--- config.mk ---
export PLATFORM = sky130hd
export DESIGN_NAME = draw_rect_phys_ctl
export DESIGN_NICKNAME = d
export VERILOG_FILES = /design/src/rtl/draw_rect_pkg.sv /design/src/rtl/draw_rect_phys_ctl_tick_gen.sv /design/src/rtl/draw_rect_phys_ctl.sv
export SDC_FILE = /design/constraint.sdc
export NUM_CORES = 1
export LEC_CHECK = 0
export ABC_AREA = 1
export ABC_CLOCK_PERIOD_IN_PS = 3200
export CAP_MARGIN = 30
export CORE_ASPECT_RATIO = 1.75
export CORE_MARGIN = 3
export CORE_UTILIZATION = 52
export DETAILED_ROUTE_END_ITERATION = 10
export MAX_ROUTING_LAYER = met4
export PLACE_DENSITY = 0.81
export SLEW_MARGIN = 20
export SYNTH_ARGS = -nofsm -noshare
export SYNTH_HDL_FRONTEND = slang
export SYNTH_HIERARCHICAL = 1
export SYNTH_SLANG_ARGS = --single-unit
--- constraint.sdc ---
create_clock -name clk -period 3.2 [get_ports clk]
set_input_delay 0.48 -clock clk [delete_from_list [all_inputs] [get_ports clk]]
set_output_delay 0.48 -clock clk [all_outputs]
set_load 0.02 [all_outputs]
--- src/rtl/draw_rect_pkg.sv ---
// Shared types and default geometry for the rectangle-position controller.
package draw_rect_pkg;

  localparam int COORD_W = 12;

  localparam int DEF_VIS_WIDTH   = 800;
  localparam int DEF_VIS_HEIGHT  = 600;
  localparam int DEF_RECT_WIDTH  = 48;
  localparam int DEF_RECT_HEIGHT = 64;

  typedef enum logic [1:0] {
    FOLLOW,
    FALL,
    REST
  } state_t;

endpackage

--- src/rtl/draw_rect_phys_ctl_tick_gen.sv ---
// Physics tick divider: counts while enabled, pulses tick for one cycle on the
// last count and wraps. A synchronous clear restarts the period.
module tick_gen #(
  parameter int TICK_DIV = 65000
) (
  input  logic clk,
  input  logic rst,
  input  logic en,
  input  logic clr,
  output logic tick
);

  localparam int CNT_W = (TICK_DIV > 1) ? $clog2(TICK_DIV) : 1;
  localparam logic [CNT_W-1:0] LAST = CNT_W'(TICK_DIV - 1);

  logic [CNT_W-1:0] cnt;

  assign tick = en && (cnt == LAST);

  // NOTE: state registers use non-blocking assignments so every flop samples
  // pre-edge values regardless of block ordering.
  always_ff @(posedge clk or posedge rst) begin
    if (rst)
      cnt <= '0;
    else if (clr)
      cnt <= '0;
    else if (en)
      cnt <= tick ? '0 : cnt + 1'b1;
  end

endmodule

--- src/rtl/draw_rect_phys_ctl.sv ---
// Rectangle-position controller: follows the mouse, drops on click with
// fixed-point gravity, rests on the floor. Damped bounce: `DRAW_RECT_BOUNCE_EN.
module draw_rect_phys_ctl
  import draw_rect_pkg::*;
#(
  parameter int VIS_WIDTH   = DEF_VIS_WIDTH,
  parameter int VIS_HEIGHT  = DEF_VIS_HEIGHT,
  parameter int RECT_WIDTH  = DEF_RECT_WIDTH,
  parameter int RECT_HEIGHT = DEF_RECT_HEIGHT,
  parameter int FRAC_BITS   = 8,
  parameter int VEL_W       = 24,
  parameter int ACCEL       = 16,
  parameter int TICK_DIV    = 65000,
  parameter int MIN_BOUNCE  = 1
) (
  input  logic               clk,
  input  logic               rst,
  input  logic               mouse_left,
  input  logic [COORD_W-1:0] mouse_x_position,
  input  logic [COORD_W-1:0] mouse_y_position,
  output logic [COORD_W-1:0] xpos,
  output logic [COORD_W-1:0] ypos,
  output logic               falling,
  output logic               resting
);

  localparam logic [COORD_W-1:0]        FLOOR_C = COORD_W'(VIS_HEIGHT - RECT_HEIGHT);
  localparam logic [COORD_W-1:0]        XMAX_C  = COORD_W'(VIS_WIDTH - RECT_WIDTH);
  localparam logic signed [COORD_W:0]   FLOOR_S = (COORD_W + 1)'(VIS_HEIGHT - RECT_HEIGHT);
  localparam logic signed [VEL_W:0]     ACCEL_X = (VEL_W + 1)'(ACCEL);
  localparam logic signed [VEL_W-1:0]   VMAX    = {1'b0, {(VEL_W - 1){1'b1}}};
  localparam logic signed [VEL_W-1:0]   VMIN    = {1'b1, {(VEL_W - 1){1'b0}}};

  state_t                   state;
  logic                     left_q;
  logic signed [VEL_W-1:0]  v;

  logic                     click;
  logic                     tick;
  logic [COORD_W-1:0]       x_clamp;
  logic [COORD_W-1:0]       y_clamp;
  logic signed [COORD_W:0]  v_px;
  logic signed [COORD_W:0]  y_cand;
  logic signed [VEL_W:0]    v_sum;
  logic signed [VEL_W-1:0]  v_acc;

  assign click   = mouse_left & ~left_q;
  assign x_clamp = (mouse_x_position > XMAX_C)  ? XMAX_C  : mouse_x_position;
  assign y_clamp = (mouse_y_position > FLOOR_C) ? FLOOR_C : mouse_y_position;

  // Whole-pixel displacement is the floor of v, evaluated on a 13-bit signed grid.
  assign v_px   = (COORD_W + 1)'(v >>> FRAC_BITS);
  assign y_cand = $signed({1'b0, ypos}) + v_px;

  // Saturate instead of wrapping when the sign of the widened sum disagrees.
  assign v_sum = {v[VEL_W-1], v} + ACCEL_X;
  assign v_acc = (v_sum[VEL_W] != v_sum[VEL_W-1]) ? (v_sum[VEL_W] ? VMIN : VMAX)
                                                  : v_sum[VEL_W-1:0];

`ifdef DRAW_RECT_BOUNCE_EN
  localparam logic [VEL_W-1:0] MIN_B = VEL_W'(MIN_BOUNCE);

  logic signed [VEL_W-1:0] v_bnc;
  logic [VEL_W-1:0]        v_mag;
  logic                    settle;

  assign v_bnc  = -(v >>> 1);
  assign v_mag  = v_bnc[VEL_W-1] ? -v_bnc : v_bnc;
  assign settle = (v_mag >> FRAC_BITS) < MIN_B;
`endif

  tick_gen #(
    .TICK_DIV (TICK_DIV)
  ) u_tick_gen (
    .clk  (clk),
    .rst  (rst),
    .en   (state == FALL),
    .clr  (click),
    .tick (tick)
  );

  always_ff @(posedge clk or posedge rst) begin
    if (rst) begin
      state   <= FOLLOW;
      left_q  <= 1'b0;
      v       <= '0;
      xpos    <= '0;
      ypos    <= '0;
      falling <= 1'b0;
      resting <= 1'b0;
    end else begin
      left_q <= mouse_left;
      if (state == FOLLOW) begin
        xpos <= x_clamp;
        ypos <= y_clamp;
      end
      // A click outranks a coincident tick; that physics step is dropped.
      if (click) begin
        v       <= '0;
        resting <= 1'b0;
        if (state == FOLLOW) begin
          state   <= FALL;
          falling <= 1'b1;
        end else begin
          state   <= FOLLOW;
          falling <= 1'b0;
        end
      end else if ((state == FALL) && tick) begin
        if (y_cand >= FLOOR_S) begin
          ypos <= FLOOR_C;
`ifdef DRAW_RECT_BOUNCE_EN
          if (settle) begin
            v       <= '0;
            state   <= REST;
            falling <= 1'b0;
            resting <= 1'b1;
          end else begin
            v <= v_bnc;
          end
`else
          v       <= '0;
          state   <= REST;
          falling <= 1'b0;
          resting <= 1'b1;
`endif
        end else if (y_cand < 0) begin
          ypos <= '0;
          v    <= '0;
        end else begin
          ypos <= y_cand[COORD_W-1:0];
          v    <= v_acc;
        end
      end
    end
  end

endmodule

==> results.tsv <==
stage	metric	value	unit
routing	Met1 Wirelength	5394	um
sta	skew final	0.008514	ns
global_routing	global route overflow	0	
routing	met3 WL post-DR	651	um
floorplan	Total Die Area	10360	um2
placed_design	Place WS	0.5102	ns
logic_synthesis	post-synthesis cell type count	39	
power_and_ir_drop	net load switching power	734.8	uW
cells_and_area	Area growth, synth to finish	19.29	%
floorplan	width of the die	78.23	um
power_and_ir_drop	Leak Pwr	0.002808	uW
sta	Final Hold Vio Count	0	
logic_synthesis	Seq cells post-synth	63	
sta	RSZ-0062 raised after global routing	no	
setup_path	critical path fanouts, max	10	
routing	DR vias	4947	
clock_network	post-CTS sizing	0	
sta	final setup fails	0	
setup_path	Startpoint Class	flip-flop	
clock_network	Root Driver	clkbuf_16	
clock_network	clk_lat worst skew	0.33	ns
placed_design	Cells after DPL	875	
routing	met2 routed WL	7497	um
sta	post-route worst setup slack	0.4793	ns
routing	routed len/inst	15.56	um
power_and_ir_drop	clock share of power	0.416	
floorplan	Core ar.	8783	um2
power_and_ir_drop	sequential share of power	0.378	
clock_network	CTS HTree Levels	3	
sta	FMAX	0.3675	GHz
sta	Tcrit/Tclk final	0.8502	
outcome	outcome	finished clean	
sta	Rel. slew slack	0.5366	
placed_design	routability congestion estimate	1.007	
clock_network	Clock Path Buffers	2	
floorplan	starting density of the core	0.5405	
logic_synthesis	Main synth FF type	dfrtp_1	
clock_network	sink count of the clock tree	63	
logic_synthesis	syn_nets	759	
routing	Remaining DRCs	0	
global_routing	GRT Total Usage	0.2846	
sta	max-slew violations	0	
clock_network	Num CTS Buffers	9	
global_routing	first-pass GRT wire length	22910	um
logic_synthesis	syn avg cell area	6.621	um2
clock_network	clock slew at reported path FFs	0.06	ns
setup_path	critical path arrival	2.99	ns
logic_synthesis	FFs w/ async S/R, synth	1.000	
cells_and_area	fillers	839	
cells_and_area	share of layout cells above drive strength 1	0.06718	
logic_synthesis	Seq/Total Area, Yosys	0.3321	
setup_path	crit end category	flip-flop	
cells_and_area	Finished Layout Cells	891	
routing	Detail Route Antenna Nets	0	
cells_and_area	Antenna diodes	0	
global_routing	vias in the first global route	4841	
routing	Top Metal Used	met4	
placed_design	Area after DPL	5354	um2
logic_synthesis	number of synthesized flops with an enable pin	0	
cells_and_area	finished layout cell area	5663	um2
sta	Setup Total Neg Slack	0	ns
power_and_ir_drop	Switching Fraction	0.3070	
routing	routed wire length	13870	um
floorplan	Die Ht	132.4	um
floorplan	# rows	45	
sta	Slew @ Worst Pin	0.6943	ns
floorplan	io pins	53	
routing	Iter 0 DRT Violations	402	
cells_and_area	Sequential Area	1577	um2
setup_path	Crit Path Category	reg -> reg	
routing	router iterations before antenna repair	7	
global_routing	largest net degree at the start of global routing	38	
logic_synthesis	Post-Synthesis Cell Area	4747	um2
clock_network	Post-CTS Setup Bufs	0	
power_and_ir_drop	combinational power share	0.207	
power_and_ir_drop	maximum vdd drop	0.4447	mV
cells_and_area	Multi-input gate area	2786	um2
clock_network	CTS Hold Bufs	0	
cells_and_area	fin nets	811	
global_routing	antenna violations before repair	0	
clock_network	CTS tree	done	
setup_path	WP data required	3.47	ns
logic_synthesis	Post-Synthesis Cells	717	
power_and_ir_drop	PnR Total Power	2393	uW
placed_design	Final HPWL DP	10650	um
power_and_ir_drop	PwrDens	422.6	nW/um2
run	# Max-Cap Violations	0	
routing	via density per instance	5.552	
sta	Final min period	2.721	ns
power_and_ir_drop	Internal	1658	uW
placed_design	Port Buf Inserts	52	
hold_path	Hold Crit Class	reg -> reg	
logic_synthesis	synth warn	6	
## per-stage QoR
step	utilization	hold WS (ns)
global placement	0.6073	0.4652
detailed placement	0.6095	0.4734
floorplan	-	0.3937
global route	0.6447	0.5132
CTS	0.6447	0.4878
finish	0.6447	0.4799
## synthesized netlist by cell type, types with 7 or more instances
cell	number	area, um2
a21oi_1	12	60.06
dfrtp_1	63	1577
nor2_1	91	341.6
nand2_1	259	972.2
inv_1	62	232.7
xnor2_1	7	61.31
nand3_1	63	315.3
ha_1	14	175.2
nand4_1	33	206.5
o21ai_0	16	80.08
nor3_1	8	40.04
xor2_1	15	131.4
## flip-flops by register name, indices dropped and copies added (netlist names)
register / count
left_q: 1
ypos: 12
falling: 1
xpos: 12
v: 20
resting: 1
u_tick_gen/cnt: 16
## power by group through the flow
stage | Clock [uW] | Combinational [uW] | Sequential [uW]
after floorplan | 0 | 277 | 939
after global routing | 1040 | 550 | 910
after CTS | 1010 | 495 | 903
final | 994 | 495 | 904
after detailed placement | 0 | 493 | 917
after global placement | 0 | 483 | 915
## final cells by class
class | instances | share of cell area
Clock buffer | 10 | 0.04220
Clock inverter | 6 | 0.01237
Inverter | 67 | 0.04441
Multi-Input combinational cell | 568 | 0.4920
Sequential cell | 63 | 0.2784
Tap cell | 117 | 0.02585
Timing Repair Buffer | 60 | 0.1047
## critical path, stage by stage (launching register included)
cell and delay [ns]:
dfrtp_1 0.41, inv_1 0.06, nor2_1 0.21, nand2_1 0.09, nor2_1 0.22, nand2_1 0.08, nor4_1 0.20, nand2_1 0.12
nor2_1 0.40, inv_2 0.18, nor2_1 0.23, nand3_1 0.19, inv_1 0.15, nand2_1 0.08, nand2_1 0.05
## cells by family after synthesis
kind of cell               count (synthesis)  share of synthesized area
xor gates and xnor gates                  22                    0.04059
and+or+nand+nor                          483                     0.4462
DFF                                       63                     0.3321
AOI/OAI and AO/OA                         48                    0.05904
adders and majority gates                 15                    0.04112
buffers and inverters                     86                    0.08092
## per-layer routing
metal | global-route usage | up-vias
li1 | - | 2426
met1 | 0.3188 | 2308
met4 | 0.1070 | 0
met5 | - | -
met3 | 0.04309 | 34
met2 | 0.5029 | 179
## layout by cell type, fill, tap and decap left out, types with 2 or more instances in the layout
master and n:
a21oi_1 12, a31oi_1 5, buf_4 7, clkbuf_16 9
clkdlybuf4s50_1 52, clkinv_1 2, clkinv_4 2, clkinvlp_4 3
dfrtp_1 63, ha_1 14, inv_1 61, inv_2 4
nand2_1 259, nand2_2 6, nand2_4 3, nand3_1 63
nand3_2 2, nand3b_1 3, nand4_1 33, nor2_1 91
nor2_2 6, nor2_4 4, nor3_1 8, nor4_1 3
o211ai_1 2, o21ai_0 16, o21ai_1 5, o21bai_1 3
xnor2_1 7, xor2_1 15
## path summary, 6_finish.rpt
check | start | cells past startpoint | endpoint | slack, ns
min in group asynchronous | rst | 2 | xpos[2] | 0.54
max reg2reg | falling | 14 | ypos[7] | 0.48
max in group asynchronous | rst | 3 | ypos[3] | 2.13
max | falling | 14 | ypos[7] | 0.48
min reg2reg | xpos[3] | 2 | xpos[3] | 0.48
min | xpos[3] | 2 | xpos[3] | 0.48
Power figures use the tool's default switching activity.
